File: src/rtl/alu_pkg.sv
// Shared definitions for the ALU result stage: datapath widths, flag bit
// positions and the packed result entry that travels through the FIFO.
package alu_pkg;

  localparam int DATA_W = 32;
  localparam int FLAG_W = 5;
  localparam int ADDR_W = 5;

  // Bit positions inside the ALU flag vector.
  localparam int FLAG_Z = 0;
  localparam int FLAG_N = 1;
  localparam int FLAG_V = 2;
  localparam int FLAG_P = 3;
  localparam int FLAG_H = 4;

  // One buffered ALU result, waiting for commit.
  typedef struct packed {
    logic [DATA_W-1:0] data;
    logic              carry;
    logic [FLAG_W-1:0] flags;
    logic [ADDR_W-1:0] addr;
    logic              setf;
  } result_entry_t;

  localparam int ENTRY_W = $bits(result_entry_t);

endpackage

File: src/rtl/alu_result_fifo.sv
// Generic DEPTH-entry in-order FIFO with count-based full/empty and a
// valid/ready interface on both sides. The head is forced to zero when empty.
module alu_result_fifo #(
  parameter int WIDTH = 8,
  parameter int DEPTH = 2
) (
  input  logic             clk,
  input  logic             rst,
  input  logic             i_wr_valid,
  output logic             o_wr_ready,
  input  logic [WIDTH-1:0] i_wr_data,
  output logic             o_rd_valid,
  input  logic             i_rd_ready,
  output logic [WIDTH-1:0] o_rd_data
);

  localparam int PTR_W = $clog2(DEPTH);
  localparam int CNT_W = PTR_W + 1;

  logic [WIDTH-1:0] r_mem [DEPTH];
  logic [PTR_W-1:0] r_wr_ptr;
  logic [PTR_W-1:0] r_rd_ptr;
  logic [CNT_W-1:0] r_count;
  logic [CNT_W-1:0] w_count_nxt;
  logic             w_push;
  logic             w_pop;

  // Ready/valid come from the registered count only, so there is no
  // combinational path from the read side to the write side.
  assign o_wr_ready = (r_count != CNT_W'(DEPTH));
  assign o_rd_valid = (r_count != '0);
  assign w_push     = i_wr_valid && o_wr_ready;
  assign w_pop      = o_rd_valid && i_rd_ready;
  assign o_rd_data  = o_rd_valid ? r_mem[r_rd_ptr] : '0;

  // Next occupancy: a simultaneous push and pop leaves the count unchanged.
  always_comb begin
    // NOTE: every always_comb output gets a default first so no path leaves it unassigned (no latch).
    w_count_nxt = r_count;
    case ({w_push, w_pop})
      2'b10:   w_count_nxt = r_count + CNT_W'(1);
      2'b01:   w_count_nxt = r_count - CNT_W'(1);
      default: w_count_nxt = r_count;
    endcase
  end

  // Pointers and count; pointers wrap naturally because DEPTH is a power of two.
  always_ff @(posedge clk or posedge rst) begin
    // NOTE: sequential state uses non-blocking assignments so all registers update from pre-edge values.
    if (rst) begin
      r_wr_ptr <= '0;
      r_rd_ptr <= '0;
      r_count  <= '0;
    end else begin
      if (w_push) r_wr_ptr <= r_wr_ptr + PTR_W'(1);
      if (w_pop)  r_rd_ptr <= r_rd_ptr + PTR_W'(1);
      r_count <= w_count_nxt;
    end
  end

  // Storage write on an accepted push.
  // NOTE: the storage array has no reset; stale contents are unreachable because
  // the head is gated by the count, and leaving it unreset keeps it plain RAM.
  always_ff @(posedge clk) begin
    if (w_push) r_mem[r_wr_ptr] <= i_wr_data;
  end

endmodule

File: src/rtl/alu_result_stage.sv
// ALU result stage: buffers ALU results in an in-order FIFO, presents them to
// the register-file write port and commits {carry, flags} to the status
// register when a result with setf is popped.
// Optional feature: define ALU_RESULT_CNT_EN to add the 16-bit commit_cnt output.
// Datapath widths follow alu_pkg; the width parameters are exposed for visibility.
module alu_result_stage
  import alu_pkg::*;
#(
  parameter int DATA_W = alu_pkg::DATA_W,
  parameter int FLAG_W = alu_pkg::FLAG_W,
  parameter int ADDR_W = alu_pkg::ADDR_W,
  parameter int DEPTH  = 2
) (
  input  logic              clk,
  input  logic              rst,
  input  logic              in_valid,
  output logic              in_ready,
  input  logic [DATA_W-1:0] in_data,
  input  logic              in_carry,
  input  logic [FLAG_W-1:0] in_flags,
  input  logic [ADDR_W-1:0] in_addr,
  input  logic              in_setf,
  output logic              wb_valid,
  input  logic              wb_ready,
  output logic              wb_we,
  output logic [DATA_W-1:0] wb_data,
  output logic [ADDR_W-1:0] wb_addr,
  output logic [FLAG_W:0]   status_q
`ifdef ALU_RESULT_CNT_EN
  ,
  output logic [15:0]       commit_cnt
`endif
);

  result_entry_t w_in_entry;
  result_entry_t w_head;
  logic          w_pop;
  logic [FLAG_W:0] r_status;

  assign w_in_entry = '{data: in_data, carry: in_carry, flags: in_flags,
                        addr: in_addr, setf: in_setf};

  alu_result_fifo #(
    .WIDTH (ENTRY_W),
    .DEPTH (DEPTH)
  ) u_fifo (
    .clk        (clk),
    .rst        (rst),
    .i_wr_valid (in_valid),
    .o_wr_ready (in_ready),
    .i_wr_data  (w_in_entry),
    .o_rd_valid (wb_valid),
    .i_rd_ready (wb_ready),
    .o_rd_data  (w_head)
  );

  assign w_pop    = wb_valid && wb_ready;
  assign wb_data  = w_head.data;
  assign wb_addr  = w_head.addr;
  // Register 0 is never written, but the entry still commits its flags.
  assign wb_we    = wb_valid && (w_head.addr != '0);
  assign status_q = r_status;

  // Status commit: flags become architectural only when their result pops.
  always_ff @(posedge clk or posedge rst) begin
    if (rst) begin
      r_status <= '0;
    end else if (w_pop && w_head.setf) begin
      r_status <= {w_head.carry, w_head.flags};
    end
  end

`ifdef ALU_RESULT_CNT_EN
  logic [15:0] r_commit_cnt;

  // Commit counter: every pop counts, wrapping at 16 bits.
  always_ff @(posedge clk or posedge rst) begin
    if (rst) begin
      r_commit_cnt <= '0;
    end else if (w_pop) begin
      r_commit_cnt <= r_commit_cnt + 16'd1;
    end
  end

  assign commit_cnt = r_commit_cnt;
`endif

endmodule

File: config.mk
export PLATFORM = sky130hd
export DESIGN_NAME = alu_result_stage
export DESIGN_NICKNAME = d
export VERILOG_FILES = /design/src/rtl/alu_pkg.sv /design/src/rtl/alu_result_fifo.sv /design/src/rtl/alu_result_stage.sv
export SDC_FILE = /design/constraint.sdc
export NUM_CORES = 1
export LEC_CHECK = 0
export CAP_MARGIN = 10
export CORE_UTILIZATION = 62
export DETAILED_ROUTE_END_ITERATION = 12
export DONT_BUFFER_PORTS = 1
export GPL_TIMING_DRIVEN = 1
export HOLD_SLACK_MARGIN = 0.02
export PLACE_DENSITY = 0.78
export SYNTH_ARGS = -nofsm -noshare
export SYNTH_HDL_FRONTEND = slang
export SYNTH_SLANG_ARGS = --single-unit
File: constraint.sdc
create_clock -name clk -period 4.3 [get_ports clk]
set_clock_uncertainty 0.15 [all_clocks]
set_input_delay 0.645 -clock clk [delete_from_list [all_inputs] [get_ports clk]]
set_output_delay 0.645 -clock clk [all_outputs]
set_load 0.02 [all_outputs]
## Word level (Yosys, flattened, before mapping)

Memories as Yosys holds them, arrays and structs flattened.
Cells that the tools add are included.
W data, S select, Z words.

- $add $sub $neg: 4
- $mul: 0
- Divide/modulo/power cells: 0
- Order comparisons: 0
- Equal/unequal tests: 3
- Shift operators: 0
- Multiplexer cells: 4
- Bitwise operators: 0
- Reduce and logical (&&, ||, !) cells: 7

Operator list:

| cell | count |
|---|---|
| $mux W44 | 1 |
| $reduce_bool A5 Y1 | 1 |
| $logic_and A1 B1 Y1 | 4 |
| $pmux W2 S2 | 1 |
| $reduce_bool A2 Y1 | 2 |
| $add A1 B1 Y1 const B | 2 |
| $add A2 B1 Y2 const B | 1 |
| $eq A2 B1 Y1 const B | 1 |
| $eq A2 B2 Y1 const B | 1 |
| $mux W1 | 2 |
| $ne A2 B2 Y1 const B | 1 |
| $sub A2 B1 Y2 const B | 1 |

- Flip-flop bits (word level): 10
- Bits in latches: 0
- RAM bits: 88
- Memory bits (read-only): 0
- Input bits: 48
- Output and inout port bits: 46
- Memories kept: 1

Memory list:

| name | words | width | rd ports | clocked after memory_dff | write ports | line | source |
|---|---|---|---|---|---|---|---|
| u_fifo.r_mem | 2 | 44 | 1 | 0 | 1 | alu_result_fifo.sv:20 | `logic [WIDTH-1:0] r_mem [DEPTH];` |

## Longest topological paths before layout

- Word-level depth: 4
- Gate-level depth with buffers: 6

## Hierarchy

Synthesis repeated with hierarchy kept, for this count alone.

- Cell total of the unflattened synthesis: 220
- Area total of the unflattened synthesis: 3767.4 sq um

Modules (own cells, without submodules):

| module | instances | cells each | area each (sq um) | seq. area each (sq um) |
|---|---|---|---|---|
| alu_result_fifo | 1 | 204 | 3525.9 | 2742.6 |
| alu_result_stage | 1 | 16 | 241.5 | 150.1 |

## Least setup slack after synthesis

OpenSTA, ideal clock, no wires.

- Path kind: reg2reg
- From: register u_fifo.r_count[0]
- To: memory u_fifo.r_mem[0][0] (netlist bit), enable pin
- Setup time: 0.446 ns
- Data arrival time: 2.698 ns
- Data required time: 3.704 ns
- Setup slack: 1.007 ns
- Cell stages (with the launch flop): 4
- Path buffers: 0
- Clock period less this slack: 3.293 ns
- Cell sequence: dfrtp_1 nand2b_1 nand2_1 nor2_1

- Longest elaborated chain between the ends: 4

Ends and longest elaborated chain:

| what | line | source |
|---|---|---|
| from (decl) | alu_result_fifo.sv:23 | `logic [CNT_W-1:0] r_count;` |
| from (signal assigned) | alu_result_fifo.sv:57 | `r_count <= w_count_nxt;` |
| $ne A2 B2 Y1 | alu_result_fifo.sv:30 | `assign o_wr_ready = (r_count != CNT_W'(DEPTH));` |
| via in_ready | alu_result_stage.sv:17 | `output logic in_ready,` |
| $logic_and A1 B1 Y1 | alu_result_fifo.sv:32 | `assign w_push = i_wr_valid && o_wr_ready;` |
| $mux W1 | alu_result_fifo.sv:65 | `if (w_push) r_mem[r_wr_ptr] <= i_wr_data;` |
| $mux W1 (not written as such) | alu_result_fifo.sv:65 |  |
| to (decl) | alu_result_fifo.sv:20 |  |

The timed path passes the listed nets, and every way through them passes these cells.

## Worst setup path in the final report

- From: register u_fifo.r_rd_ptr
- To: output wb_we

- Longest elaborated chain between the ends: 4

Ends and longest elaborated chain:

| what | line | source |
|---|---|---|
| from (decl) | alu_result_fifo.sv:22 | `logic [PTR_W-1:0] r_rd_ptr;` |
| from (signal assigned) | alu_result_fifo.sv:56 | `if (w_pop) r_rd_ptr <= r_rd_ptr + PTR_W'(1);` |
| $mem_v2 Z2 W44 | n/a |  |
| $mux W44 | alu_result_fifo.sv:34 | `assign o_rd_data = o_rd_valid ? r_mem[r_rd_ptr] : '0;` |
| via wb_addr[4] | alu_result_stage.sv:27 | `output logic [ADDR_W-1:0] wb_addr,` |
| $reduce_bool A5 Y1 | alu_result_stage.sv:61 | `assign wb_we = wb_valid && (w_head.addr != '0);` |
| $logic_and A1 B1 Y1 | alu_result_stage.sv:61 |  |
| to (decl) | alu_result_stage.sv:25 | `output logic wb_we,` |

The timed path passes the listed nets, and every way through them passes these cells.

==> metrics.yaml <==
timing:
  fin_crit_sh: 0.693
  min_period_ps: 2980
  final.setup.tns_ps: 0
  report.final.slew_viol_count: 0
  hold_ws_ps: 241
  hold_viol_final: 0
  top_achievable_clock_speed_ghz: 0.335
  worstMarginPinSlew_ps: 1030
  setup_viol: 0
  maxSlewHeadroom: 0.312
  unrepaired_setup_endpoints_after_global_routing: "no"
synth:
  synth.cells.most_frequent: "edfxtp_1 (88), buf_4 (42), mux2i_1 (38), nor2_1 (38), dfrtp_1 (10)"
  netlist_area_mm2: 0.00401
  synth.area.top_cells: "edfxtp_1 (66%), mux2i_1 (9.5%), buf_4 (7.9%)"
  yosys_warnings: 0
  yosysMostFrequentCell: "edfxtp_1"
  post_synth_inst_count: 250
  sequential_area_share_after_synthesis: 0.722
  synth.lib_cells_used.distinct: 20
  syn_avg_cell_area_um2: 16.0
  synth.ff_latch_count: 98
  synth_largest_area_cell: "edfxtp_1"
  mappedNetlistNets: 299
  synth_top_flop_cell: "edfxtp_1"
  synth-edff-count: 88
  share_of_async_settable_or_async_resettable_flops_after_synthesis: 0.102
  netlist.area_leader.share: 0.659
global_route:
  globalRouteMet3Util: 0.0824
  grt_usage: 0.176
  grt_max_degree: 45
  top_usage_layer: "met2"
  grt_first_pass_wirelength_um: 8310
  grtUsageMet1: 0.192
  grt_overflow_total: 0
  antenna_found_initial: 0
  met2_usage: 0.295
  grt_pass1_vias: 1725
floorplanning:
  die_y_um: 82.4
  ioPinCount: 94
  design.die.area_mm2: 0.00679
  core_area_mm2: 0.00606
  floorplan.die.width_um: 82.4
  initial_core_utilization: 0.661
  rows: 28
min_path:
  hp-class: "input pin to register"
  hp-start: "in_data[4]"
power_and_ir_drop:
  p_leak_nw: 1.44
  vdd_ir_drop_max_mv: 0.619
  p_per_area_mw_per_mm2: 744
  report.power.total_w: 0.00296
worst_setup_path:
  cp_cell_sequence: "mux2i_1 > nor2_1 > or4_1"
  crit-reg2reg-launch: "u_fifo.r_count[0]$_DFFE_PP0P_"
  cpLargestDelayFamily: "simple AND/OR/NAND/NOR gates"
  worstSetupPathType: "register to primary output"
  critPathMaxFanout: 21
  crit_start: "u_fifo.r_rd_ptr$_DFFE_PP0P_"
  crit_slowest_cell: "dfrtp_2"
  critical-path-max-stage-delay_ps: 750
  startpoint_kind_of_the_worst_setup_timing_path: "register"
  critPathArrivalTime_ps: 2190
  worstPathRequired_ps: 3500
  crit_buf_inv: 0
  cp-end-kind: "primary output"
cells_and_area:
  final_layout_size_suffix_gt1_frac: 0.129
  n_antenna_cell: 0
  fill_cells: 429
  flow.area_growth_from_synthesis_pct: -0.624
  num-nets-final: 268
job:
  max_cap_viol_count: 0
run_status:
  outcome: "completed"
cts:
  insertion_delay_ps: 340
  post_cts_resized: 0
  clk_pin_slew_ps: 90
  cts_root_buf: "clkbuf_8"
  cts_hold_buf: 1
  clock-sinks: 98
  clock_buffers_created_by_tritoncts: 9
  cts_buffer_depth: 2
  post_cts_setup_repair_bufs: 0
  h-tree-depth: 3
  cts_tree: "built"
detailed_routing:
  drt_pre_antenna_iters: 4
  drtIter0Drc: 90
  postRouteWirelength_um: 5640
  vias: 1702
  detail-route-antenna-nets: 0
  drc: 0
  route.detailed.vias_per_inst: 5.69
  wire_per_inst_um: 18.9
placed_design:
  detailed_place_hpwl_um: 3600
  finalWeightedCongestion: 0.754
  port-buffer-count: 0
path summary, 6_finish.rpt:
path	endpoint	slack [ps]	cells after the start
max	wb_we	1320	3
min in group asynchronous	u_fifo.r_wr_ptr$_DFFE_PP0P_	580	2
max in group asynchronous	u_fifo.r_rd_ptr$_DFFE_PP0P_	3120	2
max reg2reg	u_fifo.r_mem[0][37]$_DFFE_PP_	1870	4
min	u_fifo.r_mem[1][16]$_DFFE_PP_	240	0
min reg2reg	u_fifo.r_wr_ptr$_DFFE_PP0P_	410	1
cell families after synthesis:
| logic type | count (synthesis) | share of synthesized area |
|---|---|---|
| adders and majority gates | 1 | 0.00312 |
| AOI/OAI and AO/OA | 2 | 0.00249 |
| DFF | 98 | 0.722 |
| xor gates and xnor gates | 5 | 0.0109 |
| buffers and inverters | 49 | 0.0871 |
| and+or+nand+nor | 45 | 0.0462 |
| muxes | 50 | 0.129 |
layout make-up:
| type | count | area [um2] | share of cell area |
|---|---|---|---|
| tap | 75 | 93.8 | 0.0236 |
| timing repair buffer | 4 | 32.5 | 0.00817 |
| sequential | 98 | 2890 | 0.726 |
| inverter | 3 | 11.3 | 0.00283 |
| clock buffer | 10 | 128 | 0.0320 |
| multi-input combinational | 103 | 781 | 0.196 |
| clock inverter | 6 | 43.8 | 0.0110 |
state kept, by name, summed over array words and instances (netlist names):
register,count
status_q,6
u_fifo.r_count,2
u_fifo.r_mem,88
u_fifo.r_rd_ptr,1
u_fifo.r_wr_ptr,1
routing by layer:
layer	part of all wire	vias to the layer above
li1	-	791
met3	0.092	2
met5	0	-
met1	0.39	853
met2	0.51	56
met4	0.0053	0
metrics by stage:
step / util / cells / setup slack, ps / area [um2]
3_5_place_dp: 0.627 / 282 / 1670 / 3800
5_1_grt: 0.657 / 299 / 1220 / 3980
6_report: 0.657 / 299 / 1320 / 3980
3_3_place_gp: 0.627 / 282 / 1720 / 3800
4_1_cts: 0.657 / 299 / 1280 / 3980
2_1_floorplan: - / 250 / 1010 / 4010
report_power, final:
group / internal, W / switching, W / total [W]
clock: 0.000211 / 0.000300 / 0.000511
sequential: 0.00132 / 0.000167 / 0.00148
combinational: 0.000278 / 0.000693 / 0.000971
cell usage in the layout (no fill, tap or decap), types with 2 or more instances in the layout:
| master | netlist | routed |
|---|---|---|
| nor2_1 | 38 | 37 |
| clkinvlp_4 | 0 | 3 |
| mux2i_1 | 38 | 38 |
| clkinv_4 | 0 | 2 |
| nor2_4 | 0 | 2 |
| dfrtp_1 | 10 | 9 |
| mux2_2 | 6 | 6 |
| xnor2_1 | 4 | 4 |
| nor2_2 | 3 | 2 |
| buf_4 | 42 | 3 |
| inv_1 | 3 | 3 |
| mux2_1 | 6 | 6 |
| clkbuf_8 | 0 | 9 |
| edfxtp_1 | 88 | 88 |
(Power assumes the default switching activity.)
